File: config.mk
export PLATFORM = sky130hd
export DESIGN_NAME = ballot_counter
export DESIGN_NICKNAME = d
export VERILOG_FILES = /design/src/rtl/evm_pkg.sv /design/src/rtl/sat_counter.sv /design/src/rtl/ballot_counter.sv
export SDC_FILE = /design/constraint.sdc
export NUM_CORES = 1
export LEC_CHECK = 0
export CAP_MARGIN = 20
export CORE_UTILIZATION = 56
export CTS_CLUSTER_DIAMETER = 50
export DETAILED_ROUTE_END_ITERATION = 7
export GPL_TIMING_DRIVEN = 0
export HOLD_SLACK_MARGIN = 0.08
export PLACE_DENSITY_LB_ADDON = 0.05
export SLEW_MARGIN = 20
export SYNTH_ARGS = -nofsm -noshare
export SYNTH_HDL_FRONTEND = slang
export SYNTH_SLANG_ARGS = --single-unit
File: constraint.sdc
create_clock -name clk -period 7.1 [get_ports clk]
set_clock_uncertainty 0.2 [all_clocks]
set_input_delay 1.42 -clock clk [delete_from_list [all_inputs] [get_ports clk]]
set_output_delay 1.42 -clock clk [all_outputs]
set_load 0.03 [all_outputs]
File: src/rtl/evm_pkg.sv
// Shared types and constants for the voting machine: FSM states, candidate codes,
// default tally width and small decode helpers.
package evm_pkg;

  localparam int unsigned DefaultWidth = 8;

  typedef enum logic [1:0] {
    StIdle,
    StArmed,
    StWaitRel
  } ballot_state_e;

  typedef logic [2:0] cand_code_t;

  localparam cand_code_t CandNone = 3'b000;
  localparam cand_code_t CandC1   = 3'b001;
  localparam cand_code_t CandC2   = 3'b010;
  localparam cand_code_t CandC3   = 3'b011;
  localparam cand_code_t CandC4   = 3'b100;
  // Winner logic reports a tie with this code.
  localparam cand_code_t CandTie  = 3'b111;

  function automatic logic is_onehot4(input logic [3:0] v);
    return (v != 4'd0) && ((v & (v - 4'd1)) == 4'd0);
  endfunction

  function automatic cand_code_t btn_to_code(input logic [3:0] v);
    cand_code_t code;
    case (v)
      4'b0001: code = CandC1;
      4'b0010: code = CandC2;
      4'b0100: code = CandC3;
      4'b1000: code = CandC4;
      default: code = CandNone;
    endcase
    return code;
  endfunction

endpackage

File: src/rtl/sat_counter.sv
// Increment-by-one counter that holds at its all-ones maximum; hit_o flags that the
// value about to be registered is the maximum.
module sat_counter
  import evm_pkg::*;
#(
  parameter int unsigned WIDTH = DefaultWidth
) (
  input  logic             clk_i,
  input  logic             rst_i,
  input  logic             inc_i,
  output logic [WIDTH-1:0] count_o,
  output logic             hit_o
);

  localparam logic [WIDTH-1:0] Max = '1;

  logic [WIDTH-1:0] count_d, count_q;

  always_comb begin
    count_d = count_q;
    if (inc_i && (count_q != Max)) begin
      count_d = count_q + 1'b1;
    end
  end

  always_ff @(posedge clk_i) begin
    if (rst_i) begin
      count_q <= '0;
    end else begin
      count_q <= count_d;
    end
  end

  assign count_o = count_q;
  assign hit_o   = (count_d == Max);

endmodule

File: src/rtl/ballot_counter.sv
// Vote-capture unit: arms one ballot per officer issue, accepts one clean one-hot press,
// and keeps saturating per-candidate tallies plus a running total.
module ballot_counter
  import evm_pkg::*;
#(
  parameter int unsigned WIDTH = DefaultWidth
) (
  input  logic             clk,
  input  logic             rst,
  input  logic             mode,
  input  logic             ballot_en,
  input  logic [3:0]       btn,
  output logic [WIDTH-1:0] votecount1,
  output logic [WIDTH-1:0] votecount2,
  output logic [WIDTH-1:0] votecount3,
  output logic [WIDTH-1:0] votecount4,
  output logic [WIDTH+1:0] total,
  output logic             ballot_ready,
  output logic             vote_ack,
  output logic             invalid,
  output logic [2:0]       last_vote,
  output logic             sat
);

  ballot_state_e state_d, state_q;

  logic [3:0] btn_q;
  logic       ben_q;
  logic       ready_d, ready_q;
  logic       ack_d, ack_q;
  logic       inv_d, inv_q;
  cand_code_t last_d, last_q;
  logic       sat_d, sat_q;

  logic [3:0] press;
  logic       issue;
  logic       vote;
  logic [3:0] inc_vec;

  logic [WIDTH-1:0] tally [4];
  logic [3:0]       tally_hit;
  logic             total_hit;

  assign press = btn & ~btn_q;
  assign issue = ballot_en & ~ben_q;

  always_comb begin
    state_d = state_q;
    vote    = 1'b0;
    inv_d   = 1'b0;
    if (mode) begin
      // Result display discards any ballot in flight and ignores all presses.
      state_d = StIdle;
    end else begin
      unique case (state_q)
        StIdle: begin
          if (issue) state_d = StArmed;
        end
        StArmed: begin
          if (press != 4'd0) begin
            // One-hot test on the full level: a press while another button is held is rejected.
            if (is_onehot4(btn)) begin
              vote    = 1'b1;
              state_d = StWaitRel;
            end else begin
              inv_d = 1'b1;
            end
          end
        end
        StWaitRel: begin
          if (btn == 4'd0) state_d = StIdle;
        end
        default: state_d = StIdle;
      endcase
    end
  end

  always_comb begin
    inc_vec = vote ? btn : 4'd0;
    ack_d   = vote;
    ready_d = (state_d == StArmed);
    last_d  = vote ? btn_to_code(btn) : last_q;
    sat_d   = sat_q | (|tally_hit) | total_hit;
  end

  always_ff @(posedge clk) begin
    if (rst) begin
      state_q <= StIdle;
      btn_q   <= 4'd0;
      ben_q   <= 1'b0;
      ready_q <= 1'b0;
      ack_q   <= 1'b0;
      inv_q   <= 1'b0;
      last_q  <= CandNone;
      sat_q   <= 1'b0;
    end else begin
      state_q <= state_d;
      btn_q   <= btn;
      ben_q   <= ballot_en;
      ready_q <= ready_d;
      ack_q   <= ack_d;
      inv_q   <= inv_d;
      last_q  <= last_d;
      sat_q   <= sat_d;
    end
  end

  for (genvar i = 0; i < 4; i++) begin : g_tally
    sat_counter #(
      .WIDTH(WIDTH)
    ) u_tally (
      .clk_i  (clk),
      .rst_i  (rst),
      .inc_i  (inc_vec[i]),
      .count_o(tally[i]),
      .hit_o  (tally_hit[i])
    );
  end

  sat_counter #(
    .WIDTH(WIDTH + 2)
  ) u_total (
    .clk_i  (clk),
    .rst_i  (rst),
    .inc_i  (vote),
    .count_o(total),
    .hit_o  (total_hit)
  );

  assign votecount1   = tally[0];
  assign votecount2   = tally[1];
  assign votecount3   = tally[2];
  assign votecount4   = tally[3];
  assign ballot_ready = ready_q;
  assign vote_ack     = ack_q;
  assign invalid      = inv_q;
  assign last_vote    = last_q;
  assign sat          = sat_q;

endmodule
==> results of run 1 <==
==> power breakdown <==
part	internal, mW	switching, mW
registers	0.316	0.00114
logic	0.0122	0.0212
clock network	0.0704	0.104
total	0.399	0.126
==> metrics by stage <==
| step | hold WS, ps | power [mW] | cell area, sq um |
|---|---|---|---|
| final | 298 | 0.525 | 3760 |
| after global routing | 309 | 0.546 | 3760 |
| after CTS | 304 | 0.532 | 3760 |
| after detailed placement | 288 | 0.358 | 3670 |
| after global placement | 261 | 0.357 | 3670 |
| after floorplan | 316 | 0.347 | 3050 |
==> layout make-up <==
cell class | instances | share of cell area, %
plain buffers | 16 | 1.93
well taps | 70 | 2.33
multi-input cells | 280 | 48.7
flip-flops and latches | 56 | 29.8
inverters | 5 | 0.499
clock buffers | 6 | 1.93
repair buffers | 54 | 14.4
clock inverters | 2 | 0.432
==> logic make-up after synthesis <==
kind of cell             count (synthesis)
AO/OA/AOI/OAI                           47
XOR/XNOR                                40
adder cells (fa/ha/maj)                  5
buffers and inverters                   21
flip-flops                              56
multiplexers                             3
AND/OR/NAND/NOR                        185
==> worst paths after layout <==
kind | cells past startpoint | end | slack (ps) | start
setup / recovery | 8 | sat | 3140 | btn[3]
setup reg to reg | 8 | sat | 4240 | g_tally[3].u_tally.count_o[0]
hold / removal | 2 | last_vote[0] | 300 | last_vote[0]
hold reg to reg | 2 | last_vote[0] | 300 | last_vote[0]
==> metal layers <==
metal	vias to the layer above	routed length (um)	GRT usage, %
li1	1408	-	-
met4	0	66	6.79
met2	62	2970	36.7
met3	8	366	5.16
met1	1271	3120	33.2
met5	-	0	0
==> sequential cells by signal, summed over array words and instances, names as in the netlist <==
name,cells
last_vote,3
ben_q,1
sat,1
u_total.count_o,10
invalid,1
ballot_ready,1
g_tally.u_tally.count_o,32
state_q,2
vote_ack,1
btn_q,4
==> worst register-to-register path, delay by kind of cell (launching register included) <==
family / cells / cell delay [ps]
flip-flops: 1 / 490
AND/OR/NAND/NOR: 4 / 880
adder cells (fa/ha/maj): 1 / 280
XOR/XNOR: 1 / 160
AO/OA/AOI/OAI: 2 / 780
==> layout by cell type, fill, tap and decap left out, types with 3 or more instances in the layout <==
cell type and instances:
sky130_fd_sc_hd__a21oi_1 11, sky130_fd_sc_hd__or4_1 3, sky130_fd_sc_hd__xor2_1 13, sky130_fd_sc_hd__clkbuf_8 5, sky130_fd_sc_hd__mux2i_1 3, sky130_fd_sc_hd__nor4_1 9, sky130_fd_sc_hd__nor2_1 56, sky130_fd_sc_hd__ha_1 5
sky130_fd_sc_hd__nor2b_1 8, sky130_fd_sc_hd__clkdlybuf4s50_1 54, sky130_fd_sc_hd__buf_2 4, sky130_fd_sc_hd__xnor2_1 27, sky130_fd_sc_hd__clkbuf_1 10, sky130_fd_sc_hd__nand4_1 7, sky130_fd_sc_hd__nor3_1 13, sky130_fd_sc_hd__or4b_1 3
sky130_fd_sc_hd__nor4bb_1 3, sky130_fd_sc_hd__nor3b_1 4, sky130_fd_sc_hd__nand3b_1 3, sky130_fd_sc_hd__inv_1 5, sky130_fd_sc_hd__nand2_1 24, sky130_fd_sc_hd__and2_1 6, sky130_fd_sc_hd__and3_1 4, sky130_fd_sc_hd__nand3_1 21
sky130_fd_sc_hd__o21ai_0 7, sky130_fd_sc_hd__or3_1 4, sky130_fd_sc_hd__dfxtp_1 56
==> impl_table.tex, run 1 <==
\begin{tabular}{lr}
\hline
Metric & Value \\
\hline
\multicolumn{2}{l}{\textbf{Cells and area}} \\
Layout fillers & 404 \\
Post-layout util & 72.8\% \\
Net count of the finished layout & 431 \\
Layout overhead on the synthesized area & 23.5\% \\
Share of layout cells above drive strength 1 & 6.21\% \\
Combined area of the multi-input logic cells & approximately 1800 sq um \\
Count of non-filler cells in the finished layout & 489 \\
Sequential standard cell area & approximately 1100 sq um \\
Diode count & 0 \\
\multicolumn{2}{l}{\textbf{Synthesis}} \\
Primary FF master, synth & sky130\_fd\_sc\_hd\_\_dfxtp\_1 \\
Fraction of the mapped netlist area in adder cells & around 2.1\% \\
Number of synthesized register bits & 56 \\
Most frequent cells after synthesis & sky130\_fd\_sc\_hd\_\_dfxtp\_1 (56), sky130\_fd\_sc\_hd\_\_nor2\_1 (56), sky130\_fd\_sc\_hd\_\_xnor2\_1 (27), sky130\_fd\_sc\_hd\_\_nand2\_1 (24), sky130\_fd\_sc\_hd\_\_nand3\_1 (21) \\
Cell type contributing the most total cell area after synthesis & sky130\_fd\_sc\_hd\_\_dfxtp\_1 \\
Area fraction of the dominant cell type after synthesis & between 30\% and 40\% \\
Area share of xor/xnor cells in the synthesized design & 11.5\% \\
Multiplexer fraction of the synthesized cell area & 0.986\% \\
Share of synthesized cell area in and, or, nand and nor gates & between 30\% and 40\% \\
Top area cells in the synthesized netlist & sky130\_fd\_sc\_hd\_\_dfxtp\_1 (37\%), sky130\_fd\_sc\_hd\_\_xnor2\_1 (7.8\%), sky130\_fd\_sc\_hd\_\_nor2\_1 (6.9\%) \\
Count of flip-flops with a built-in enable after synthesis & 0 \\
Share of synthesized registers carrying an async set or reset & 0\% \\
Count of synthesis-stage warnings from yosys & 0 \\
Cells after synthesis & around 360 \\
Syn Nets & 370 \\
Synth Area per Inst & 8.53 sq um \\
Combinational family with the most area after synthesis & simple AND/OR/NAND/NOR gates \\
Number of distinct library cells after synthesis & 65 \\
Area fraction in compound gates after synthesis & 12.6\% \\
Sequential area share after synthesis & 36.8\% \\
Synthesized area & 3050 sq um \\
\multicolumn{2}{l}{\textbf{Timing}} \\
Worst relative slew slack & $\sim$53\% \\
Peak clock frequency supported by timing & 0.252 GHz \\
Final Max Tran Viols & 0 \\
Final Setup Violations & 0 \\
Worst slew pin tran & roughly 710 ps \\
Setup repair after global routing missed its margin & no \\
Crit path time final & 3960 ps \\
Worst setup slack after layout & 3140 ps \\
Final total negative setup slack & 0 ps \\
Total count of hold-check failures in the final report & 0 \\
Period utilization & 55.8\% \\
\multicolumn{2}{l}{\textbf{Die}} \\
Die Footprint & $\sim$5700 sq um \\
Effective utilization at floorplan & 58.9\% \\
Overall die height & around 76 um \\
Overall die width & 75.8 um \\
Placeable core region & 5170 sq um \\
IO Count & 57 \\
Cell row count & 26 \\
\multicolumn{2}{l}{\textbf{Clock tree}} \\
Clock Latency Late Sink & 310 ps \\
Hold bufs inserted after CTS & 0 \\
Clock Path Buffers & 2 \\
CTS buffer count & 5 \\
Number of H-tree levels & 2 \\
Setup repair bufs after CTS & 0 \\
Worst-path clk slew & 100 ps \\
Number of sinks handled by clock tree synthesis & 56 \\
Clock tree from TritonCTS & done \\
Root Driver & sky130\_fd\_sc\_hd\_\_clkbuf\_8 \\
Gates resized, CTS repair & 0 \\
\multicolumn{2}{l}{\textbf{Drt}} \\
Remaining DRCs & 0 \\
1st-iter DRT viols & 145 \\
Vias & 2,749 \\
Drt pass-1 iters & 4 \\
Residual antenna-violating net count after detailed routing & 0 \\
Via density per instance & between 5 and 6 \\
Wire length after detailed routing & 6.53 mm \\
Routed length per placed instance & between 10 and 15 um \\
\multicolumn{2}{l}{\textbf{Setup path}} \\
Sort of element at the start of the critical path & input port \\
Req. time, crit path & 7140 ps \\
Delay of the slowest cell on the worst path & 520 ps \\
Dominant cell type by count on the critical path & sky130\_fd\_sc\_hd\_\_nor4\_1 \\
Slowest cell on crit path & sky130\_fd\_sc\_hd\_\_nor4\_2 \\
Kind of critical path & in2reg \\
Crit path cell chain & clkdlybuf4s50\_1 > clkbuf\_1 > o2111ai\_1 > nor4\_2 > xnor2\_1 > nor4\_1 > nor4\_1 > a31oi\_1 \\
Delay-heaviest family, CP & simple AND/OR/NAND/NOR gates \\
Type of element capturing the critical path & flip-flop \\
Crit path arrival time & 4010 ps \\
Highest fanout seen on the critical path & 10 \\
Count of buffer and inverter cells on the critical path & 2 \\
\multicolumn{2}{l}{\textbf{Global routing}} \\
Vias in the first global route & 2,319 \\
Remaining global-route overflow & 0 \\
Global-route wire length before repair & $\sim$11 mm \\
GRT Total Usage & between 20\% and 30\% \\
Maximum number of pins on one net before global-route repair & 18 \\
Antenna violations before repair & 0 \\
\multicolumn{2}{l}{\textbf{Placement}} \\
Number of buffers added on ports & 54 \\
Routability congestion estimate from global placement & 0.852 \\
Post-Place Setup Slack & 2850 ps \\
Cell count after placement & slightly below 500 \\
HPWL after DPL & 4.74 mm \\
\multicolumn{2}{l}{\textbf{Power and ir drop}} \\
Leakage Power & 1.17 nW \\
Power density over the cells & $\sim$140 nW/um\^{}2 \\
Highest ir drop seen on vdd & 0.0959 mV \\
\multicolumn{2}{l}{\textbf{Outcome}} \\
Outcome & completed \\
\multicolumn{2}{l}{\textbf{Min path}} \\
Hold WC Path Type & reg2reg \\
\multicolumn{2}{l}{\textbf{Run}} \\
Number of violations of the max-capacitance limit & 0 \\
\hline
\end{tabular}
Note: power is estimated with default switching activity, not from simulation.
==> run 2: changes to the inputs <==
--- a/config.mk
+++ b/config.mk
@@ -6,7 +6,7 @@
 export NUM_CORES = 1
 export LEC_CHECK = 0
 export CAP_MARGIN = 20
-export CORE_UTILIZATION = 56
+export CORE_UTILIZATION = 47
 export CTS_CLUSTER_DIAMETER = 50
 export DETAILED_ROUTE_END_ITERATION = 7
 export GPL_TIMING_DRIVEN = 0
==> constraint.sdc (replaced) <==
create_clock -name clk -period 3.5 [get_ports clk]
set_clock_uncertainty 0.2 [all_clocks]
set_input_delay 0.7 -clock clk [delete_from_list [all_inputs] [get_ports clk]]
set_output_delay 0.7 -clock clk [all_outputs]
set_load 0.03 [all_outputs]
==> run 2 against run 1 <==
  * Power up 130%
  * Die area up 19%
  * Global-route usage down 2.4 points
  * Non-clock buffer count unchanged
  * Core utilization down 10 points
  * Setup slack worse by 2900 ps
  * Combinational power up 110%
  * Clock power rose to 2.7 times the previous value
  * Critical endpoint unchanged
  * First-iteration DRC count down 21%
==> impl_table.tex, run 2 (synthesis results as in run 1) <==
\begin{tabular}{lr}
\hline
Metric & Value \\
\hline
\multicolumn{2}{l}{\textbf{Setup path}} \\
Slowest cell on crit path & sky130\_fd\_sc\_hd\_\_nor3\_1 (was sky130\_fd\_sc\_hd\_\_nor4\_2) \\
Count of buffer and inverter cells on the critical path & 2 (unchanged) \\
Delay-heaviest family, CP & simple AND/OR/NAND/NOR gates (unchanged) \\
Sort of element at the start of the critical path & input port (unchanged) \\
Crit path arrival time & 3210 ps (was 4010 ps) \\
Crit path cell chain & clkdlybuf4s50\_1 > buf\_2 > or4b\_4 > nor3\_1 > or3\_1 > a211oi\_1 > nor4\_1 > a31oi\_1 (was clkdlybuf4s50\_1 > clkbuf\_1 > o2111ai\_1 > nor4\_2 > xnor2\_1 > nor4\_1 > nor4\_1 > a31oi\_1) \\
Type of element capturing the critical path & flip-flop (unchanged) \\
Highest fanout seen on the critical path & 10 (unchanged) \\
Req. time, crit path & 3490 ps (was 7140 ps) \\
Kind of critical path & in2reg (unchanged) \\
Delay of the slowest cell on the worst path & 570 ps (was 520 ps) \\
\multicolumn{2}{l}{\textbf{Cells and area}} \\
Most frequent cells in the layout & sky130\_fd\_sc\_hd\_\_nor2\_1 (56), sky130\_fd\_sc\_hd\_\_dfxtp\_1 (56), sky130\_fd\_sc\_hd\_\_clkdlybuf4s50\_1 (54) (unchanged) \\
Combined area of the multi-input logic cells & 1840 sq um (was 1830 sq um) \\
Sequential standard cell area & 1120 sq um (unchanged) \\
Flip-flop count of the largest register, all copies and words added & 32 (unchanged) \\
Layout fillers & 579 (was 404) \\
Net count of the finished layout & 431 (unchanged) \\
Diode count & 0 (unchanged) \\
Layout overhead on the synthesized area & 25.2\% (was 23.5\%) \\
Count of non-filler cells in the finished layout & 494 (was 489) \\
Share of layout cells above drive strength 1 & 6.68\% (was 6.21\%) \\
\multicolumn{2}{l}{\textbf{Die}} \\
Die Footprint & 6810 sq um (was 5740 sq um) \\
IO Count & 57 (unchanged) \\
Placeable core region & 6100 sq um (was 5170 sq um) \\
Cell row count & 28 (was 26) \\
Overall die width & 82.5 um (was 75.8 um) \\
Effective utilization at floorplan & 50.0\% (was 58.9\%) \\
Overall die height & 82.5 um (was 75.8 um) \\
\multicolumn{2}{l}{\textbf{Clock tree}} \\
CTS buffer count & 5 (unchanged) \\
Clock tree from TritonCTS & done (unchanged) \\
Number of H-tree levels & 2 (unchanged) \\
Root Driver & sky130\_fd\_sc\_hd\_\_clkbuf\_8 (unchanged) \\
Clock Path Buffers & 2 (unchanged) \\
Clock Latency Late Sink & 320 ps (was 310 ps) \\
Worst-path clk slew & 110 ps (was 100 ps) \\
Number of sinks handled by clock tree synthesis & 56 (unchanged) \\
\multicolumn{2}{l}{\textbf{Placement}} \\
HPWL after DPL & 4.97 mm (was 4.74 mm) \\
Number of buffers added on ports & 54 (unchanged) \\
Routability congestion estimate from global placement & 0.830 (was 0.852) \\
Cell count after placement & 486 (was 481) \\
\multicolumn{2}{l}{\textbf{Timing}} \\
Setup repair after global routing missed its margin & no (unchanged) \\
Period utilization & 91.9\% \\
Final Max Tran Viols & 0 (unchanged) \\
Peak clock frequency supported by timing & 0.311 GHz \\
Worst slew pin tran & 651 ps (was 708 ps) \\
Total count of hold-check failures in the final report & 0 (unchanged) \\
Crit path time final & 3220 ps \\
Worst relative slew slack & 56.2\% (was 52.7\%) \\
Final Setup Violations & 0 (unchanged) \\
\multicolumn{2}{l}{\textbf{Min path}} \\
Hold WC Path Type & reg2reg (unchanged) \\
\multicolumn{2}{l}{\textbf{Drt}} \\
1st-iter DRT viols & 114 (was 145) \\
Routed length per placed instance & 13.9 um (was 13.3 um) \\
Vias & 2,751 (was 2,749) \\
Residual antenna-violating net count after detailed routing & 0 (unchanged) \\
Drt pass-1 iters & 4 (unchanged) \\
Wire length after detailed routing & 6.89 mm (was 6.53 mm) \\
Via density per instance & 5.57 (was 5.62) \\
Remaining DRCs & 0 (unchanged) \\
\multicolumn{2}{l}{\textbf{Global routing}} \\
Maximum number of pins on one net before global-route repair & 17 (was 18) \\
Global-route wire length before repair & 11.3 mm (was 10.5 mm) \\
GRT Total Usage & 21.3\% (was 23.7\%) \\
Vias in the first global route & 2,376 (was 2,319) \\
Remaining global-route overflow & 0 (unchanged) \\
Antenna violations before repair & 0 (unchanged) \\
\multicolumn{2}{l}{\textbf{Power and ir drop}} \\
Power after layout & 1.18 mW (was 525 uW) \\
Highest ir drop seen on vdd & 0.221 mV (was 0.0959 mV) \\
Power density over the cells & 310 nW/um\^{}2 (was 140 nW/um\^{}2) \\
Leakage Power & 1.20 nW (was 1.17 nW) \\
\multicolumn{2}{l}{\textbf{Run}} \\
Number of violations of the max-capacitance limit & 0 (unchanged) \\
\multicolumn{2}{l}{\textbf{Outcome}} \\
Outcome & completed (unchanged) \\
\hline
\end{tabular}
[run 2: changes by cell type in the layout (fill, tap and decap cells not counted), sizes merged]
cell,change
clkinvlp,-1
bufinv,+1
clkbuf,+1
clkinv,-1
[run 2: metal layers]
| metal | vias up | routed length (um) | global-route usage, % |
|---|---|---|---|
| li1 | 1403 | - | - |
| met1 | 1294 | 3500 | 29.7 |
| met2 | 49 | 3070 | 34.4 |
| met3 | 5 | 266 | 3.85 |
| met4 | 0 | 53 | 4.66 |
| met5 | - | 0 | 0 |
[run 2: timing repair]
item                                   4_1_cts  5_1_grt
hold buffers                                 0        0
endpoints found under the hold margin        0        0
buffers inserted                             0        0
setup endpoints to repair                    0        1
resized for setup                            0        1
[run 2: final cells by class]
| type | instances | share of cell area [%] |
|---|---|---|
| multi-input combinational | 280 | 48.3 |
| sequential | 56 | 29.4 |
| timing repair buffer | 54 | 14.2 |
| clock buffer | 7 | 2.53 |
| tap | 75 | 2.46 |
| buffer | 16 | 1.90 |
| clock inverter | 1 | 0.787 |
| inverter | 5 | 0.492 |
[run 2: power by group]
part | leakage, nW | switching (mW) | internal, mW
Sequential | 0.453 | 0.00235 | 0.642
Clock | 0.0645 | 0.219 | 0.253
Combinational | 0.679 | 0.0435 | 0.0248
Total | 1.20 | 0.264 | 0.919
[run 2: worst min-delay path: stages (launching register included)]
cell                      delay, ps
sky130_fd_sc_hd__dfxtp_1        330
sky130_fd_sc_hd__nand2_1         50
sky130_fd_sc_hd__a21oi_1         50
[run 2: worst paths after layout]
check | from | to | slack (ps) | cells after the start
setup reg to reg | u_total.count_o[0] | sat | 700 | 9
hold / removal | last_vote[0] | last_vote[0] | 280 | 2
setup / recovery | btn[0] | sat | 280 | 8
hold reg to reg | last_vote[0] | last_vote[0] | 280 | 2
[run 2: per-stage QoR]
| step | setup slack (ps) | util, % | cell area, sq um | hold slack, ps | setup TNS, ps |
|---|---|---|---|---|---|
| floorplan | 689 | - | 3050 | 316 | 0 |
| global placement | -76.4 | 60.4 | 3680 | 257 | -76.4 |
| detailed placement | -90.2 | 60.4 | 3680 | 268 | -90.2 |
| CTS | 246 | 62.5 | 3810 | 284 | 0 |
| global route | 84.4 | 62.6 | 3810 | 298 | 0 |
| finish | 283 | 62.6 | 3810 | 276 | 0 |
==> run 3: changes to the inputs <==
--- a/config.mk
+++ b/config.mk
@@ -6,6 +6,7 @@
 export NUM_CORES = 1
 export LEC_CHECK = 0
 export CAP_MARGIN = 20
+export CORE_MARGIN = 1
 export CORE_UTILIZATION = 47
 export CTS_CLUSTER_DIAMETER = 50
 export DETAILED_ROUTE_END_ITERATION = 7
==> results of run 3 <==
The final DEF is identical to that of run 2; final timing and power are the same.
